### src/rtl/rc4_ctrl_fsm.sv
// RC4 sequencer: owns the I/J counters, steps the datapath through INIT, KSA and per-byte PRGA,
// and hands out len_i keystream bytes, one per ks_req_i.
//
// state   | meaning
// IDLE    | waiting for start_i
// CLEAR   | clear I and J before the schedule
// INIT    | S[I] = I for I = 0..SARR_DEPTH-1
// K_DETJ  | KSA: J <= next J from datapath
// K_SWAP  | KSA: swap S[I], S[J]; advance I
// READY   | waiting for ks_req_i
// P_INC   | PRGA: I <= I+1
// P_DETJ  | PRGA: J <= next J from datapath
// P_SWAP  | PRGA: swap S[I], S[J]
// P_TEMP  | PRGA: store S[I]+S[J]
// P_GEN   | PRGA: capture keystream byte
// P_OUT   | PRGA: present keystream byte
module rc4_ctrl_fsm #(
   parameter int SARR_DEPTH = 256,
   parameter int LEN_W      = 16
) (
   input  logic             clk,
   input  logic             n_rst,
   input  logic             start_i,
   input  logic             abort_i,
   input  logic [LEN_W-1:0] len_i,
   input  logic             ks_req_i,
   input  logic [7:0]       ncounterJ_i,
   input  logic [7:0]       rdata_i,
   output logic [7:0]       counterI_o,
   output logic [7:0]       counterJ_o,
   output logic             clearCounterJ_o,
   output logic             val_init_o,
   output logic             det_j_o,
   output logic             det_j_2_o,
   output logic             swap_o,
   output logic             store_temp_o,
   output logic             gen_final_o,
   output logic             end_o,
   output logic             ready_o,
   output logic             busy_o,
   output logic             ks_valid_o,
   output logic [7:0]       ks_byte_o,
   output logic             done_o
);

   localparam logic [7:0] I_LAST = 8'(SARR_DEPTH - 1);

   typedef enum logic [3:0] {
      IDLE, CLEAR, INIT, K_DETJ, K_SWAP, READY,
      P_INC, P_DETJ, P_SWAP, P_TEMP, P_GEN, P_OUT
   } state_t;

   state_t           state_q, state_d;
   logic [7:0]       i_q, i_d;
   logic [7:0]       j_q, j_d;
   logic [7:0]       ks_byte_q, ks_byte_d;
   logic [LEN_W-1:0] rem_q, rem_d;
   logic             i_last;
   logic             rem_zero;

   assign i_last   = (i_q == I_LAST);
   assign rem_zero = (rem_q == '0);

   always_ff @(posedge clk) begin
      if (!n_rst) begin
         state_q   <= IDLE;
         i_q       <= '0;
         j_q       <= '0;
         rem_q     <= '0;
         ks_byte_q <= '0;
      end else begin
         state_q   <= state_d;
         i_q       <= i_d;
         j_q       <= j_d;
         rem_q     <= rem_d;
         ks_byte_q <= ks_byte_d;
      end
   end

   always_comb begin
      state_d   = state_q;
      i_d       = i_q;
      j_d       = j_q;
      rem_d     = rem_q;
      ks_byte_d = ks_byte_q;
      case (state_q)
         IDLE: begin
            if (start_i) begin
               state_d = CLEAR;
               rem_d   = len_i;
            end
         end
         CLEAR: begin
            i_d     = '0;
            j_d     = '0;
            state_d = INIT;
         end
         INIT: begin
            if (i_last) begin
               i_d     = '0;
               state_d = K_DETJ;
            end else begin
               i_d = i_q + 8'd1;
            end
         end
         K_DETJ: begin
            j_d     = ncounterJ_i;
            state_d = K_SWAP;
         end
         K_SWAP: begin
            if (i_last) begin
               i_d     = '0;
               j_d     = '0;
               state_d = rem_zero ? IDLE : READY;
            end else begin
               i_d     = i_q + 8'd1;
               state_d = K_DETJ;
            end
         end
         READY: begin
            if (ks_req_i) state_d = P_INC;
         end
         P_INC: begin
            i_d     = i_q + 8'd1;
            state_d = P_DETJ;
         end
         P_DETJ: begin
            j_d     = ncounterJ_i;
            state_d = P_SWAP;
         end
         P_SWAP: state_d = P_TEMP;
         P_TEMP: state_d = P_GEN;
         P_GEN: begin
            ks_byte_d = rdata_i;
            rem_d     = rem_q - 1'b1;
            state_d   = P_OUT;
         end
         P_OUT: state_d = rem_zero ? IDLE : READY;
         default: state_d = IDLE;
      endcase
      // abort overrides every transition but keeps the last keystream byte visible
      if (abort_i) begin
         state_d = IDLE;
         i_d     = '0;
         j_d     = '0;
         rem_d   = '0;
      end
   end

   always_comb begin
      clearCounterJ_o = 1'b0;
      val_init_o      = 1'b0;
      det_j_o         = 1'b0;
      det_j_2_o       = 1'b0;
      swap_o          = 1'b0;
      store_temp_o    = 1'b0;
      gen_final_o     = 1'b0;
      end_o           = 1'b0;
      ready_o         = 1'b0;
      ks_valid_o      = 1'b0;
      done_o          = 1'b0;
      case (state_q)
         CLEAR:  clearCounterJ_o = 1'b1;
         INIT:   val_init_o      = 1'b1;
         K_DETJ: det_j_o         = 1'b1;
         K_SWAP: begin
            swap_o          = 1'b1;
            clearCounterJ_o = i_last;
            done_o          = i_last && rem_zero;
         end
         READY:  ready_o      = 1'b1;
         P_DETJ: det_j_2_o    = 1'b1;
         P_SWAP: swap_o       = 1'b1;
         P_TEMP: store_temp_o = 1'b1;
         P_GEN:  gen_final_o  = 1'b1;
         P_OUT: begin
            ks_valid_o = 1'b1;
            end_o      = rem_zero;
            done_o     = rem_zero;
         end
         default: ;
      endcase
   end

   assign busy_o     = (state_q != IDLE);
   assign counterI_o = i_q;
   assign counterJ_o = j_q;
   assign ks_byte_o  = ks_byte_q;

endmodule

### config.mk
export PLATFORM = sky130hd
export DESIGN_NAME = rc4_ctrl_fsm
export DESIGN_NICKNAME = d
export VERILOG_FILES = /design/src/rtl/rc4_ctrl_fsm.sv
export SDC_FILE = /design/constraint.sdc
export NUM_CORES = 1
export LEC_CHECK = 0
export BUFFER_PORTS_ARGS = -buffer_cell sky130_fd_sc_hd__buf_2
export CORE_ASPECT_RATIO = 0.6
export CORE_MARGIN = 2
export CORE_UTILIZATION = 55
export DETAILED_ROUTE_END_ITERATION = 8
export GPL_TIMING_DRIVEN = 0
export PLACE_DENSITY = 0.9
export SLEW_MARGIN = 5
export SYNTH_ARGS = -nofsm -noshare
export SYNTH_HDL_FRONTEND = slang
export SYNTH_SLANG_ARGS = --single-unit
### constraint.sdc
create_clock -name clk -period 2.5 [get_ports clk]
set_input_delay 0.625 -clock clk [delete_from_list [all_inputs] [get_ports clk]]
set_output_delay 0.625 -clock clk [all_outputs]
set_load 0.01 [all_outputs]
# --- After elaboration in Yosys (flattened, before gate mapping) ---
# Index checks and enable logic that the tools add are counted.
# Widths: inputs -> output; s select.
totals:
  reg_bits: 44
  out_inout_bits: 36
  in_bits: 37
  word_cells: 61
op_classes:
  reduce_logical: 14
  eq_ne: 16
  add_sub_neg: 2
  n_mux: 23
  bitwise: 1
op_table:
  columns: ["op", "count"]
  rows:
  - ["$pmux 4 s12", 1]
  - ["$pmux 8 s3", 2]
  - ["$pmux 16 s2", 1]
  - ["$eq 4x3->1 const B", 4]
  - ["$eq 4x4->1 const B", 4]
  - ["$logic_not 16->1", 1]
  - ["$mux 16", 1]
  - ["$mux 8", 2]
  - ["$sub 16x1->16 const B", 1]
  - ["$mux 4", 3]
  - ["$mux 1", 9]
  - ["$add 8x1->8 const B", 1]
  - ["$eq 4x2->1 const B", 2]
  - ["$eq 8x8->1 const B", 1]
  - ["$ne 2x2->1 const B", 4]
  - ["$reduce_or 2->1", 4]
  - ["$mux 3", 2]
  - ["$reduce_bool 3->1", 2]
  - ["$eq 4x1->1 const B", 1]
  - ["$logic_not 4->1", 1]
  - ["$pmux 1 s2", 2]
  - ["$reduce_and 2->1", 2]
  - ["$reduce_bool 4->1", 1]
  - ["$reduce_and 3->1", 1]
  - ["3 further kinds", 3]

# --- Longest topological paths before layout ---
depth:
  word_depth: 4
  ltp_mapped: 7
  depth_no_buf: 6

# --- Worst setup path after synthesis ---
# OpenSTA, ideal clock, no wires.
synth_path:
  path_kind: "register -> output"
  from: "register rem_q[2]"
  to: "output port end_o"
  path_stages_with_launch: 5
  arrival_ns: 1.407
  slack_ns: 0.468
  required_time_ns: 1.875
  path_buffers: 0
  path_cell_list: "dfxtp_1 nor3_4 nor3b_4 nand3_1 nor3_1"
synth_via:
  elab_chain_cells: 2
synth_lines:
  columns: ["item", "line_no", "text"]
  rows:
  - ["from (decl)", "57", "logic [LEN_W-1:0] rem_q, rem_d;"]
  - ["from (signal assigned)", "75", "rem_q <= rem_d;"]
  - ["$logic_not 16->1", "62", "assign rem_zero = (rem_q == '0);"]
  - ["$mux 1", "162", "case (state_q)"]
  - ["to (decl)", "38", "output logic end_o,"]
# No other way between the ends.

# --- Worst setup path in the final report ---
layout_path:
  from: "register state_q[3]"
  to: "output port done_o"
layout_via:
  elab_chain_cells: 2
  elab_cells_between_ends: 3
  cone_classes: "eq/ne: 2; mux: 1"
layout_lines:
  columns: ["item", "line_no", "text"]
  rows:
  - ["from (decl)", "53", "state_t state_q, state_d;"]
  - ["from (signal assigned)", "72", "state_q <= state_d;"]
  - ["$eq 4x4->1 / $eq 4x3->1 (equally long branches)", "162", null]
  - ["$pmux 1 s2 (*)", "162", null]
  - ["to (decl)", "43", "output logic done_o"]
# Mark *: on every way between the ends. The rest lies on a longest branch, timed or not.

==> flow_summary.ini <==
[power_and_ir_drop]
leakage_nw = 1.28
internal_power_mw = 1.31
switchingPower_mw = 0.386
p_per_area_nw_per_um2 = 564
seq_power_share_pct = 42.9
comb_power_share_pct = 12.6
report.power.total_mw = 1.69
clkPwrFrac_pct = 44.5
swShare_pct = 22.8
ir_drop_uv = 377

[route]
drtIter0Drc = 283
vias = 2521
wl_mm = 6.55
firstDrtPassIters = 4
ant_nets = 0
via_per_inst = 5.78
drcViolationCount = 0
routedWlPerCell_um = 15.0

[critical_path]
cpLargestDelayFamily = flip-flops
path_class = flop to output port
critPathArrivalTime_ns = 1.76
ff2ff_path_depth = 6
critPathMostFrequentCell = nor2_1
crit_path_start_kind = flop
crit_cells = 6
critPathSlowestCell = dfxtp_1
r2r-start = state_q[3]
cp.buffers_inverters = 2
cpPeakStageDelay_ns = 0.49
cp.required_ns = 1.88
crit_path_cell_trace = clkbuf_4 > nand2_1 > nor2_1 > a31oi_2 > nor2_1 > buf_2
worst_setup_path_end_kind = output port
worstSetupStartpoint = state_q[3]
path_max_fanout = 10

[global_routing]
antenna_found_initial = 0
grt_util_all_layers_pct = 28.3
grt_pass1_vias = 2181
grt_first_pass_wirelength_mm = 10.3
grt_max_degree = 15
grt-ovfl-total = 0

[clock_network]
cts_tree = built
clkLatencyLatePin_ns = 0.30
cts_buffer_depth = 2
cts_buffers = 5
cts.clk_slew.worst_paths_ns = 0.08
clkSinkCount = 44
cts_root_buf = clkbuf_8
htree_levels = 2

[logic_synthesis]
synth_area_sq_um = 2340
seq_area_frac_synth_pct = 37.6
synth-edff-count = 0
yosysWarningCount = 0
ys_types = 57
synth-main-ff-cell = dfxtp_1
synth_seq_cells = 44
synth_top_area_cell = dfxtp_1
async_flop_share_pct = 0
synth_top_cell_area_share_pct = 37.6
synth.avg_cell_area_sq_um = 8.01
synth_area_leaders = dfxtp_1 (38%), nand2_1 (7.2%), nor2_1 (5.5%)
syn_nets = 332
syn_inst = 292

[hold_path]
min_from = ks_byte_o[5]
min_path_cells = 2
hp-class = flop to flop

[sta]
finalSetupTns_ns = 0
setup_violations = 0
rsz0062_at_grt = no
fin_skew_ns = 0.00683
worstMarginPinSlew_ns = 0.754
fmax_mhz = 420
min_period_ns = 2.38
finalHoldViolCount = 0
slew_headroom_pct = 49.2
slew_viol_final = 0
layout_worst_path_cycle_share_pct = 95.3
fin_ws_ns = 0.117

[floorplanning]
core_sq_um = 4100
die_h_um = 54.5
die-area_sq_um = 4810
initial_utilization_pct = 57.1
num_io_pins = 73
rows = 18
die_x_um = 88.2

[placement]
io_buffers = 72
gp_congestion = 0.962
preCtsSetupSlack_ns = 0.0820
dp_hpwl_mm = 4.64

[job]
drv_cap = 0

[cells_and_area]
syn2layout_area_growth_pct = 28.3
layout_common_cells = buf_2 (73), nand2_1 (45), dfxtp_1 (43), nor2_1 (33)
fin_nets = 415
antenna-diode-count = 0
drive_gt1_share_pct = 28.7
layout_commonest_cell = buf_2

[run_status]
status = complete, no violations
## stage by stage
| step | utilization [%] | cells | instance area [sq um] | hold slack (ns) |
|---|---|---|---|---|
| CTS | 72.2 | 433 | 2960 | 0.456 |
| global route | 73.3 | 436 | 3000 | 0.475 |
| detailed placement | 67.7 | 424 | 2780 | 0.444 |
| finish | 73.3 | 436 | 3000 | 0.455 |
| floorplan | - | 292 | 2340 | 0.479 |
| global placement | 67.7 | 424 | 2780 | 0.437 |
## kinds of logic (layout without fill, tap and decap cells)
| family | Yosys count | after routing | share of synthesized area, % |
|---|---|---|---|
| flip-flops | 44 | 44 | 37.6 |
| multiplexers | 1 | 1 | 0.428 |
| AND/OR/NAND/NOR | 141 | 141 | 31.0 |
| adder cells (fa/ha/maj) | 3 | 3 | 1.60 |
| buffers and inverters | 23 | 107 | 4.38 |
| AO/OA/AOI/OAI | 67 | 67 | 20.1 |
| XOR/XNOR | 13 | 13 | 4.87 |
## synth_stat cells (all sizes together), types with 3 or more instances
| cell | instances |
|---|---|
| nand3 | 13 |
| clkbuf | 10 |
| xnor2 | 4 |
| nand2b | 4 |
| nor4 | 3 |
| a211oi | 3 |
| o21ai | 4 |
| xor2 | 9 |
| a21oi | 13 |
| a31oi | 12 |
| and3 | 6 |
| nand4 | 6 |
| o211ai | 5 |
| or3 | 5 |
| ha | 3 |
| a22oi | 8 |
| inv | 7 |
| nor3 | 11 |
| buf | 5 |
| a31o | 3 |
| dfxtp | 44 |
| nor2 | 34 |
| nand2 | 45 |
| a21boi | 8 |
## layer usage
| layer | wire, um | share of wire (%) | up-vias | track usage [%] |
|---|---|---|---|---|
| met5 | 0 | 0 | - | 0 |
| met4 | 72 | 1.1 | 0 | 7.07 |
| met3 | 731 | 11 | 12 | 10.1 |
| met2 | 2690 | 41 | 139 | 41.0 |
| met1 | 3060 | 47 | 1155 | 40.0 |
| li1 | - | - | 1215 | - |
## worst paths after layout
| kind | to | slack [ns] |
|---|---|---|
| max | done_o | 0.12 |
| min | ks_byte_o[5] | 0.45 |
| max reg2reg | rem_q[6] | 0.53 |
| min reg2reg | ks_byte_o[5] | 0.45 |
## timing repair
item,CTS,global route
gates resized for setup,4,9
pin swaps,1,3
buffers inserted,1,4
setup endpoints to repair,3,6
hold buffers,0,0
## worst reg2reg max path, stage by stage, from the launching register on
cell	delay [ns]
dfxtp_1	0.49
nand4bb_2	0.18
inv_2	0.25
clkbuf_1	0.45
nand3_1	0.17
o211ai_1	0.20
a31oi_1	0.10
## registers in the layout, summed over array words and instances, names as in the netlist
signal	cells
counterI_o	8
rem_q	16
counterJ_o	8
ks_byte_o	8
state_q	4
## layout make-up
| type | instances | area [sq um] |
|---|---|---|
| inverter | 7 | 26.3 |
| tap | 60 | 75.1 |
| buffer | 15 | 83.8 |
| fill | 321 | 1100 |
| timing repair buffer | 77 | 398 |
| sequential | 44 | 882 |
| clock inverter | 3 | 90.1 |
| clock buffer | 5 | 68.8 |
| multi-input combinational | 225 | 1380 |
## power groups by stage
stage,Combinational (mW),Clock (mW),Sequential (mW)
CTS,0.201,0.758,0.725
global placement,0.190,0,0.740
finish,0.213,0.753,0.726
floorplan,0.129,0,0.738
global route,0.234,0.789,0.727
detailed placement,0.193,0,0.741
Note: power is estimated with default switching activity, not from simulation.
